$ cat src/rtl/inst_fetch_resp_pkg.sv
// Shared constants and state encoding for the fetch responder.
package inst_fetch_resp_pkg;

    localparam int unsigned  DEPTH_DEFAULT      = 2;
    localparam logic [31:0]  RESET_INST_DEFAULT = 32'h0000_0013;  // addi x0,x0,0

    typedef enum logic [1:0] {
        ST_IDLE     = 2'd0,
        ST_BUSY     = 2'd1,
        ST_FLUSHING = 2'd2
    } fetch_state_e;

endpackage

$ cat src/rtl/inst_fetch_resp_fifo.sv
// Parameterised synchronous FIFO with synchronous clear and occupancy count.
// Clear wins over a push or pop in the same cycle.
module fetch_resp_fifo #(
    parameter int unsigned WIDTH = 1,
    parameter int unsigned DEPTH = 2
) (
    input  logic                     clk_i,
    input  logic                     rst_ni,
    input  logic                     push_i,
    input  logic                     pop_i,
    input  logic                     clear_i,
    input  logic [WIDTH-1:0]         data_i,
    output logic [WIDTH-1:0]         data_o,
    output logic [$clog2(DEPTH):0]   count_o
);

    localparam int unsigned PW = $clog2(DEPTH);

    logic [PW-1:0]    wptr_q, wptr_d, rptr_q, rptr_d;
    logic [PW:0]      cnt_q, cnt_d;
    logic [WIDTH-1:0] mem_q [DEPTH];
    logic             do_push, do_pop;

    // Qualify push/pop and compute next pointers; pointers wrap naturally.
    always_comb begin
        do_push = push_i & ~clear_i & (cnt_q != (PW+1)'(DEPTH));
        do_pop  = pop_i  & ~clear_i & (cnt_q != '0);
        wptr_d  = wptr_q + PW'(do_push);
        rptr_d  = rptr_q + PW'(do_pop);
        cnt_d   = cnt_q + (PW+1)'(do_push) - (PW+1)'(do_pop);
        if (clear_i) begin
            wptr_d = '0;
            rptr_d = '0;
            cnt_d  = '0;
        end
    end

    // Pointer and occupancy registers.
    always_ff @(posedge clk_i or negedge rst_ni) begin
        if (!rst_ni) begin
            wptr_q <= '0;
            rptr_q <= '0;
            cnt_q  <= '0;
        end else begin
            wptr_q <= wptr_d;
            rptr_q <= rptr_d;
            cnt_q  <= cnt_d;
        end
    end

    // Storage array; contents are only meaningful while counted.
    always_ff @(posedge clk_i) begin
        if (do_push) begin
            mem_q[wptr_q] <= data_i;
        end
    end

    assign data_o  = mem_q[rptr_q];
    assign count_o = cnt_q;

endmodule

$ cat src/rtl/inst_fetch_resp.sv
// Fetch responder: issues word-aligned reads, buffers in-order responses,
// squashes outstanding fetches on redirect and back-pressures the PC generator.
module inst_fetch_resp
    import inst_fetch_resp_pkg::*;
#(
    parameter int unsigned DEPTH      = DEPTH_DEFAULT,
    parameter logic [31:0] RESET_INST = RESET_INST_DEFAULT
) (
    input  logic        CLK,
    input  logic        RST_N,
    input  logic [31:0] pc,
    input  logic        Fetch_Req,
    input  logic        Flush,
    input  logic        Consume,
    output logic        Fetch_Stall,
    output logic [31:0] Instruction__IF_ID,
    output logic        Inst_Valid__IF_ID,
    output logic        Fetch_Error__IF_ID,
    output logic        imem_req,
    output logic [31:0] imem_addr,
    input  logic        imem_gnt,
    input  logic        imem_rvalid,
    input  logic [31:0] imem_rdata,
    input  logic        imem_err,
    output logic [1:0]  Fetch_State
);

    localparam int unsigned CW = $clog2(DEPTH) + 1;

    logic          ready_q;
    logic [CW-1:0] pend, pend_d;
    logic [CW-1:0] disc_q, disc_d;
    logic [CW-1:0] cnt, cnt_d;
    fetch_state_e  state_q, state_d;

    logic          room, grant, rv_ok, rv_keep, rv_drop;
    logic          rsp_push, rsp_pop;
    logic          tag_mis;
    logic [32:0]   rsp_head;

    // Bus handshake and qualification of returning data.
    always_comb begin
        room     = ({1'b0, pend} + {1'b0, cnt}) < (CW+1)'(DEPTH);
        imem_req = ready_q & Fetch_Req & ~Flush & room;
        grant    = imem_req & imem_gnt;
        rv_ok    = imem_rvalid & (pend != '0);
        rv_drop  = rv_ok & (disc_q != '0);
        rv_keep  = rv_ok & (disc_q == '0);
        rsp_push = rv_keep & ~Flush;
        rsp_pop  = Consume & (cnt != '0) & ~Flush;
    end

    assign imem_addr   = {pc[31:2], 2'b00};
    assign Fetch_Stall = Fetch_Req & ~grant;

    // The tag FIFO holds exactly one entry per outstanding read, so its
    // occupancy is the pending count; no separate pend register is kept.
    fetch_resp_fifo #(
        .WIDTH (1),
        .DEPTH (DEPTH)
    ) u_tag_fifo (
        .clk_i   (CLK),
        .rst_ni  (RST_N),
        .push_i  (grant),
        .pop_i   (rv_ok),
        .clear_i (1'b0),
        .data_i  (pc[1:0] != 2'b00),
        .data_o  (tag_mis),
        .count_o (pend)
    );

    fetch_resp_fifo #(
        .WIDTH (33),
        .DEPTH (DEPTH)
    ) u_rsp_fifo (
        .clk_i   (CLK),
        .rst_ni  (RST_N),
        .push_i  (rsp_push),
        .pop_i   (rsp_pop),
        .clear_i (Flush),
        .data_i  ({imem_rdata, imem_err | tag_mis}),
        .data_o  (rsp_head),
        .count_o (cnt)
    );

    // Next values of the pending, discard and buffered counts.
    always_comb begin
        pend_d = pend + CW'(grant) - CW'(rv_ok);
        disc_d = Flush ? pend_d : (disc_q - CW'(rv_drop));
        cnt_d  = Flush ? '0 : (cnt + CW'(rsp_push) - CW'(rsp_pop));
    end

    // Next-state logic for the debug status.
    always_comb begin
        state_d = state_q;
        case (state_q)
            ST_IDLE: begin
                if (grant) state_d = ST_BUSY;
            end
            ST_BUSY: begin
                if (Flush)
                    state_d = (pend_d != '0) ? ST_FLUSHING : ST_IDLE;
                else if (pend_d == '0 && cnt_d == '0)
                    state_d = ST_IDLE;
            end
            ST_FLUSHING: begin
                if (Flush)
                    state_d = (pend_d != '0) ? ST_FLUSHING : ST_IDLE;
                else if (disc_d == '0)
                    state_d = (pend_d != '0 || cnt_d != '0) ? ST_BUSY : ST_IDLE;
            end
            default: state_d = ST_IDLE;
        endcase
    end

    // Ready flag, discard count and state registers.
    always_ff @(posedge CLK or negedge RST_N) begin
        if (!RST_N) begin
            ready_q <= 1'b0;
            disc_q  <= '0;
            state_q <= ST_IDLE;
        end else begin
            ready_q <= 1'b1;
            disc_q  <= disc_d;
            state_q <= state_d;
        end
    end

    // Head of the response FIFO drives IF_ID; idle slot shows a NOP.
    always_comb begin
        Inst_Valid__IF_ID  = (cnt != '0);
        Instruction__IF_ID = Inst_Valid__IF_ID ? rsp_head[32:1] : RESET_INST;
        Fetch_Error__IF_ID = Inst_Valid__IF_ID & rsp_head[0];
    end

    assign Fetch_State = state_q;

endmodule

$ cat config.mk
export PLATFORM = sky130hd
export DESIGN_NAME = inst_fetch_resp
export DESIGN_NICKNAME = d
export VERILOG_FILES = /design/src/rtl/inst_fetch_resp_pkg.sv /design/src/rtl/inst_fetch_resp_fifo.sv /design/src/rtl/inst_fetch_resp.sv
export SDC_FILE = /design/constraint.sdc
export NUM_CORES = 1
export LEC_CHECK = 0
export CAP_MARGIN = 20
export CELL_PAD_IN_SITES_DETAIL_PLACEMENT = 2
export CELL_PAD_IN_SITES_GLOBAL_PLACEMENT = 2
export CORE_MARGIN = 3
export CORE_UTILIZATION = 29
export CTS_CLUSTER_DIAMETER = 120
export DETAILED_ROUTE_END_ITERATION = 8
export GPL_ROUTABILITY_DRIVEN = 1
export PLACE_DENSITY = 0.84
export SLEW_MARGIN = 20
export SYNTH_ARGS = -nofsm -noshare
export SYNTH_HDL_FRONTEND = slang
export SYNTH_HIERARCHICAL = 1
export SYNTH_SLANG_ARGS = --single-unit
$ cat constraint.sdc
create_clock -name CLK -period 4.8 [get_ports CLK]
set_input_delay 0.96 -clock CLK [delete_from_list [all_inputs] [get_ports CLK]]
set_output_delay 0.96 -clock CLK [all_outputs]
set_load 0.05 [all_outputs]
==> results of run 1 <==
==> cells in the final DEF, fill, tap and decap left out, types with 3 or more instances in the layout <==
master and count:
mux2_2 6, conb_1 11, buf_4 6, ha_1 7, or2_2 6, nor2_1 11
nor2b_1 19, clkbuf_16 9, a21oi_1 5, and2b_1 19, o21ai_0 6, inv_1 11
clkdlybuf4s50_1 79, dfrtp_1 13, edfxtp_1 68, mux2_1 30, and2_1 3
==> critical path, stage by stage (launching register included) <==
cell	delay [ns]
dfrtp_1	0.54
and2_1	0.20
fa_1	0.43
nor4b_2	0.33
nand3_1	0.19
and2_1	0.20
clkdlybuf4s50_1	0.70
==> per-layer routing <==
metal / vias up / GRT usage [%]
li1: 1085 / -
met1: 1135 / 15.56
met2: 73 / 21.03
met3: 18 / 4.503
met4: 0 / 4.199
met5: - / 0
==> through the flow <==
step / util [%] / setup WS, ns
CTS: 39.20 / 0.8627
finish: 39.20 / 0.9173
global placement: 36.72 / 0.9727
floorplan: - / 0.09848
detailed placement: 36.72 / 0.8900
global route: 39.20 / 0.7184
==> cell usage after synthesis (2+ instances only) <==
library cell   n  area [um2]
a32oi_1        2       17.52
nor3b_1        2       15.01
nor2b_1       19       118.9
a21bo_1        2       20.02
dfrtp_1       13       325.3
nor3_1         2       10.01
ha_1           7       87.58
o21ai_0        6       30.03
xor2_1         2       17.52
mux2_1        30       337.8
edfxtp_1      68        2042
and2b_1       19       142.6
nor2_1        12       45.04
conb_1         2       7.510
clkbuf_1       3       11.26
nor4_1         2       12.51
a21oi_1        5       25.02
buf_4         35       262.8
or3_1          2       12.51
or2_2          6       37.54
inv_1         11       41.29
o21ai_1        2       10.01
a31oi_1        2       12.51
and2_1         3       18.77
mux2_2         6       67.56
==> cell families after synthesis <==
family	after synthesis	synth area share (%)
flops	81	60.54
simple gates	75	12.19
buf+inv	50	8.192
mux	36	10.37
compound gates	23	3.840
fa+ha+maj	8	2.752
xor+xnor	5	1.920
other cells	2	0.1921
==> layout make-up <==
type	count	area (um2)	area share (%)
clock buffer	10	229.0	4.536
clock inverter	6	90.09	1.785
inverter	11	41.29	0.8180
multi-input combinational	158	1269	25.14
sequential	81	2367	46.90
tap	172	215.2	4.264
timing repair buffer	85	835.8	16.56
==> power by group through the flow <==
stage | clock [mW] | sequential [mW] | combinational [mW]
global route | 0.789 | 0.766 | 0.0734
CTS | 0.756 | 0.766 | 0.0678
floorplan | 0 | 0.782 | 0.0854
finish | 0.730 | 0.767 | 0.0665
global placement | 0 | 0.781 | 0.0639
detailed placement | 0 | 0.781 | 0.0672
==> sequential cells by signal (all words and copies together), names as in the netlist <==
register            count
Fetch_State             2
disc_q                  2
ready_q                 1
u_rsp_fifo/count_o      2
u_rsp_fifo/mem_q       66
u_rsp_fifo/rptr_q       1
u_rsp_fifo/wptr_q       1
u_tag_fifo/count_o      2
u_tag_fifo/mem_q        2
u_tag_fifo/rptr_q       1
u_tag_fifo/wptr_q       1
==> worst max-delay path by stage <==
stage / start / to / slack [ns] / cells after the start
2_1_floorplan: imem_rvalid / u_rsp_fifo/mem_q[1][0] / 0.1 / 4
3_3_place_gp: Flush / Fetch_Stall / 0.97 / 6
3_5_place_dp: Flush / Fetch_Stall / 0.89 / 6
4_1_cts: u_tag_fifo/count_o[0] / Fetch_Stall / 0.86 / 6
5_1_grt: u_tag_fifo/count_o[0] / Fetch_Stall / 0.72 / 6
6_report: u_tag_fifo/count_o[0] / Fetch_Stall / 0.92 / 6
==> impl_metrics.py, run 1 <==
metrics = {
    "clock_tree": {
        "clock_latency_ns": 0.33,
        "cts_hold_buf": 0,
        "cts.sinks": 81,
        "cts.path.max_buffers": 2,
        "cts_made_buffers": 9,
        "htreeDepth": 3,
        "cts.clk_slew.worst_paths_ns": 0.06,
        "cts_tree": "built",
        "cts_setup_buffers": 0,
        "cts_repair_resize_count": 0,
        "root_buffer": "clkbuf_16",
    },
    "cells_and_area": {
        "drive_above_1_share_pct": 11.97,
        "insertedDiodeCount": 0,
        "final_area_um2": 5047,
        "fin_cells": 523,
        "n_fill_cell": 1307,
        "layout.nets": 426,
        "area_growth_pct": 29.09,
    },
    "outcome": {
        "outcome": "finished clean",
    },
    "power": {
        "p_int_mw": 1.259,
        "clockPowerShare_pct": 46.7,
        "p_comb_share_pct": 4.3,
        "vdd_drop_max_v": 0.0001661,
        "p_per_area_nw_per_um2": 309.8,
        "power.leakage_nw": 1.889,
        "switching_power_uw": 304.5,
        "switching_share_pct": 19.48,
        "p_total_mw": 1.564,
        "seqPwrFrac_pct": 49.0,
    },
    "placement": {
        "place_area_um2": 4728,
        "port_buffers": 79,
        "dp_hpwl_mm": 6.638,
        "gp_congestion": 0.7442,
        "dp_cells": 507,
    },
    "sta": {
        "maxSlewHeadroom_pct": 39.25,
        "final_hold_viol_count": 0,
        "fin_setup_tns_ns": 0,
        "hold_ws_ns": 0.5700,
        "skew_ns": 0.007757,
        "tightest_slew_ns": 0.9029,
        "setup_viol": 0,
        "grt_setup_unrepaired": "false",
        "fmax_mhz": 257.6,
        "timing.final.crit_period_ns": 3.883,
        "maxSlewViolCount": 0,
        "period_share_pct": 80.89,
    },
    "setup_path": {
        "critPathLaunchType": "flop",
        "worst_ep_required_time_ns": 3.84,
        "endpoint_kind": "primary output",
        "reg2reg_from": "u_tag_fifo/count_o[0]",
        "reg2reg_depth": 10,
        "crit_path_max_fanout": 11,
        "r2r_end": "Fetch_State[0]",
        "critical_path_class": "flop to primary output",
        "crit_arrival_ns": 2.92,
        "rrSetupSlack_ns": 1.80,
    },
    "detailed_routing": {
        "wl_met1_mm": 3.912,
        "wl_met2_mm": 4.362,
        "wl_per_cell_um": 17.19,
        "vias": 2311,
        "routed_via_density": 4.419,
        "first_pass_iters": 4,
        "met3_length_um": 598,
        "drt_iter0_markers": 140,
        "final_antenna_net_count": 0,
        "wirelength_mm": 8.990,
        "top_layer_used": "met4",
        "route.detailed.drc": 0,
    },
    "synth": {
        "syn_inst": 280,
        "seq_area_frac_synth_pct": 60.54,
        "synth_cell_types": 42,
        "syn_area_per_cell_um2": 13.96,
        "ys.flop_type": "edfxtp_1",
        "synthesis.area_um2": 3910,
        "ys_seq_elements": 81,
        "yosysWarnings": 6,
        "async_flop_share_pct": 16.05,
        "synth-edff-count": 68,
    },
    "die": {
        "die-area_um2": 14910,
        "ios": 142,
        "die_w_um": 122.1,
        "fp.dieH_um": 122.1,
        "coreArea_um2": 12880,
        "num_rows": 41,
        "start_util_pct": 30.37,
    },
    "grt": {
        "grt_pass1_wl_mm": 14.46,
        "grtUsageTotal_pct": 12.73,
        "grt_pass1_vias": 2656,
        "grt_max_degree": 35,
        "antenna_found_initial": 0,
        "grt_remaining_overflow": 0,
    },
    "worst_hold_path": {
        "min_to": "u_tag_fifo/rptr_q",
        "hp-start": "u_tag_fifo/rptr_q",
        "hold_depth": 2,
        "hold_path_class": "flop to flop",
    },
    "run": {
        "cap_violations": 0,
    },
}
No activity file was read; power rests on OpenSTA's default activity.
==> inputs of run 2 (changes only) <==
- clock period: 4.8 -> 4 ns (I/O delays scaled with it)
==> impl_metrics.py, run 2 (synthesized netlist as in run 1, its figures left out) <==
metrics = {
    "setup_path": {
        "critical_path_class": "flop to primary output",
        "reg2reg_from": "u_rsp_fifo/count_o[0]",
        "r2r_end": "Fetch_State[0]",
        "critPathLaunchType": "flop",
        "rrSetupSlack_ns": 0.99,
        "critPathLaunch": "u_rsp_fifo/rptr_q",
        "reg2reg_depth": 10,
        "crit_path_max_fanout": 33,
        "crit_arrival_ns": 2.57,
        "worst_ep_required_time_ns": 3.20,
        "endpoint_kind": "primary output",
    },
    "clock_tree": {
        "root_buffer": "clkbuf_16",
        "cts.path.max_buffers": 2,
        "cts_setup_buffers": 0,
        "cts_made_buffers": 9,
        "clock_latency_ns": 0.34,
        "cts_tree": "built",
        "htreeDepth": 3,
        "cts_repair_resize_count": 0,
        "cts.clk_slew.worst_paths_ns": 0.06,
        "cts_hold_buf": 0,
        "cts.sinks": 81,
    },
    "placement": {
        "dp_hpwl_mm": 6.571,
        "dpl_worst_slack_ns": 0.7531,
        "gp_congestion": 0.7213,
        "port_buffers": 79,
        "place_area_um2": 4736,
    },
    "worst_hold_path": {
        "hp-start": "u_tag_fifo/wptr_q",
        "min_to": "u_tag_fifo/wptr_q",
        "hold_depth": 2,
        "hold_path_class": "flop to flop",
    },
    "sta": {
        "tightest_slew_ns": 0.7280,
        "period_share_pct": 84.35,
        "grt_setup_unrepaired": "false",
        "timing.final.crit_period_ns": 3.374,
        "maxSlewViolCount": 0,
        "setup_viol": 0,
        "fin_setup_tns_ns": 0,
        "fmax_mhz": 296.4,
        "final_hold_viol_count": 0,
        "maxSlewHeadroom_pct": 51.31,
        "worst_slack_ns": 0.6262,
        "skew_ns": 0.009070,
    },
    "detailed_routing": {
        "drt_iter0_markers": 113,
        "wirelength_mm": 9.440,
        "vias": 2338,
        "first_pass_iters": 4,
        "wl_per_cell_um": 18.02,
        "routed_via_density": 4.462,
        "route.detailed.drc": 0,
        "final_antenna_net_count": 0,
    },
    "cells_and_area": {
        "layout.nets": 426,
        "layout_commonest_cell": "clkdlybuf4s50_1",
        "final_area_um2": 5034,
        "final_cell_mix": "clkdlybuf4s50_1 (77), edfxtp_1 (68), mux2_1 (30)",
        "drive_above_1_share_pct": 12.54,
        "fin_util_pct": 39.09,
        "area_growth_pct": 28.74,
        "largest_reg_flops": 66,
        "regMostFlops": "u_rsp_fifo/mem_q",
    },
    "power": {
        "vdd_drop_max_v": 0.0001589,
        "power.leakage_nw": 1.881,
        "p_total_mw": 1.821,
        "p_per_area_nw_per_um2": 361.8,
    },
    "die": {
        "ios": 142,
        "die_w_um": 122.1,
        "fp.dieH_um": 122.1,
        "die-area_um2": 14910,
        "start_util_pct": 30.37,
        "num_rows": 41,
        "coreArea_um2": 12880,
    },
    "grt": {
        "grtUsageTotal_pct": 13.48,
        "grt_max_degree": 35,
        "grt_pass1_vias": 2705,
        "grt_remaining_overflow": 0,
        "grt_pass1_wl_mm": 15.01,
        "antenna_found_initial": 0,
    },
    "outcome": {
        "outcome": "finished clean",
    },
    "run": {
        "cap_violations": 0,
    },
}
==> run 2: cell count changes in the layout (fill, tap and decap cells not counted), sizes merged <==
cell,delta
buf,+2
bufinv,-1
clkdlybuf4s50,-2
clkinv,-1
clkinvlp,+2
diode,+1
==> run 2: layout make-up <==
cell class | count | area, um2
well taps | 172 | 215.2
multi-input cells | 158 | 1281
clock buffers | 10 | 229.0
fillers | 1305 | 7843
clock inverters | 6 | 66.31
flip-flops and latches | 81 | 2367
diodes | 1 | 2.502
inverters | 11 | 41.29
repair buffers | 85 | 830.8
==> run 2: worst max-delay path by stage <==
stage                                  end  slack, ns  depth (start not counted)
global placement    u_rsp_fifo/mem_q[1][3]       0.87                          7
floorplan           u_rsp_fifo/mem_q[1][0]       0.57                          4
finish               Instruction__IF_ID[1]       0.63                          4
CTS                  Instruction__IF_ID[1]       0.59                          4
detailed placement          Fetch_State[0]       0.75                         11
global route         Instruction__IF_ID[1]       0.51                          4
==> run 2: metrics by stage <==
step	hold WS [ns]	instances
final	0.5816	524
after floorplan	0.5044	289
after CTS	0.5854	523
after global placement	0.5352	507
after detailed placement	0.5358	507
after global routing	0.6294	523
==> run 2: critical path, stage by stage, from the launching register on <==
cell             delay (ns)
dfrtp_1                0.37
buf_4                  0.43
mux2_1                 0.39
or2_2                  0.30
clkdlybuf4s50_1        0.70
==> run 2: power by group <==
part,internal [mW],switching [mW]
clock,0.484,0.338
sequential,0.917,0.00205
combinational,0.0441,0.0355
==> run 2: per-layer routing <==
layer,up-vias,global-route usage (%),wire length [um]
li1,1086,-,-
met3,21,4.968,674
met5,-,0,0
met1,1165,14.14,3667
met2,66,24.14,4923
met4,0,5.878,174
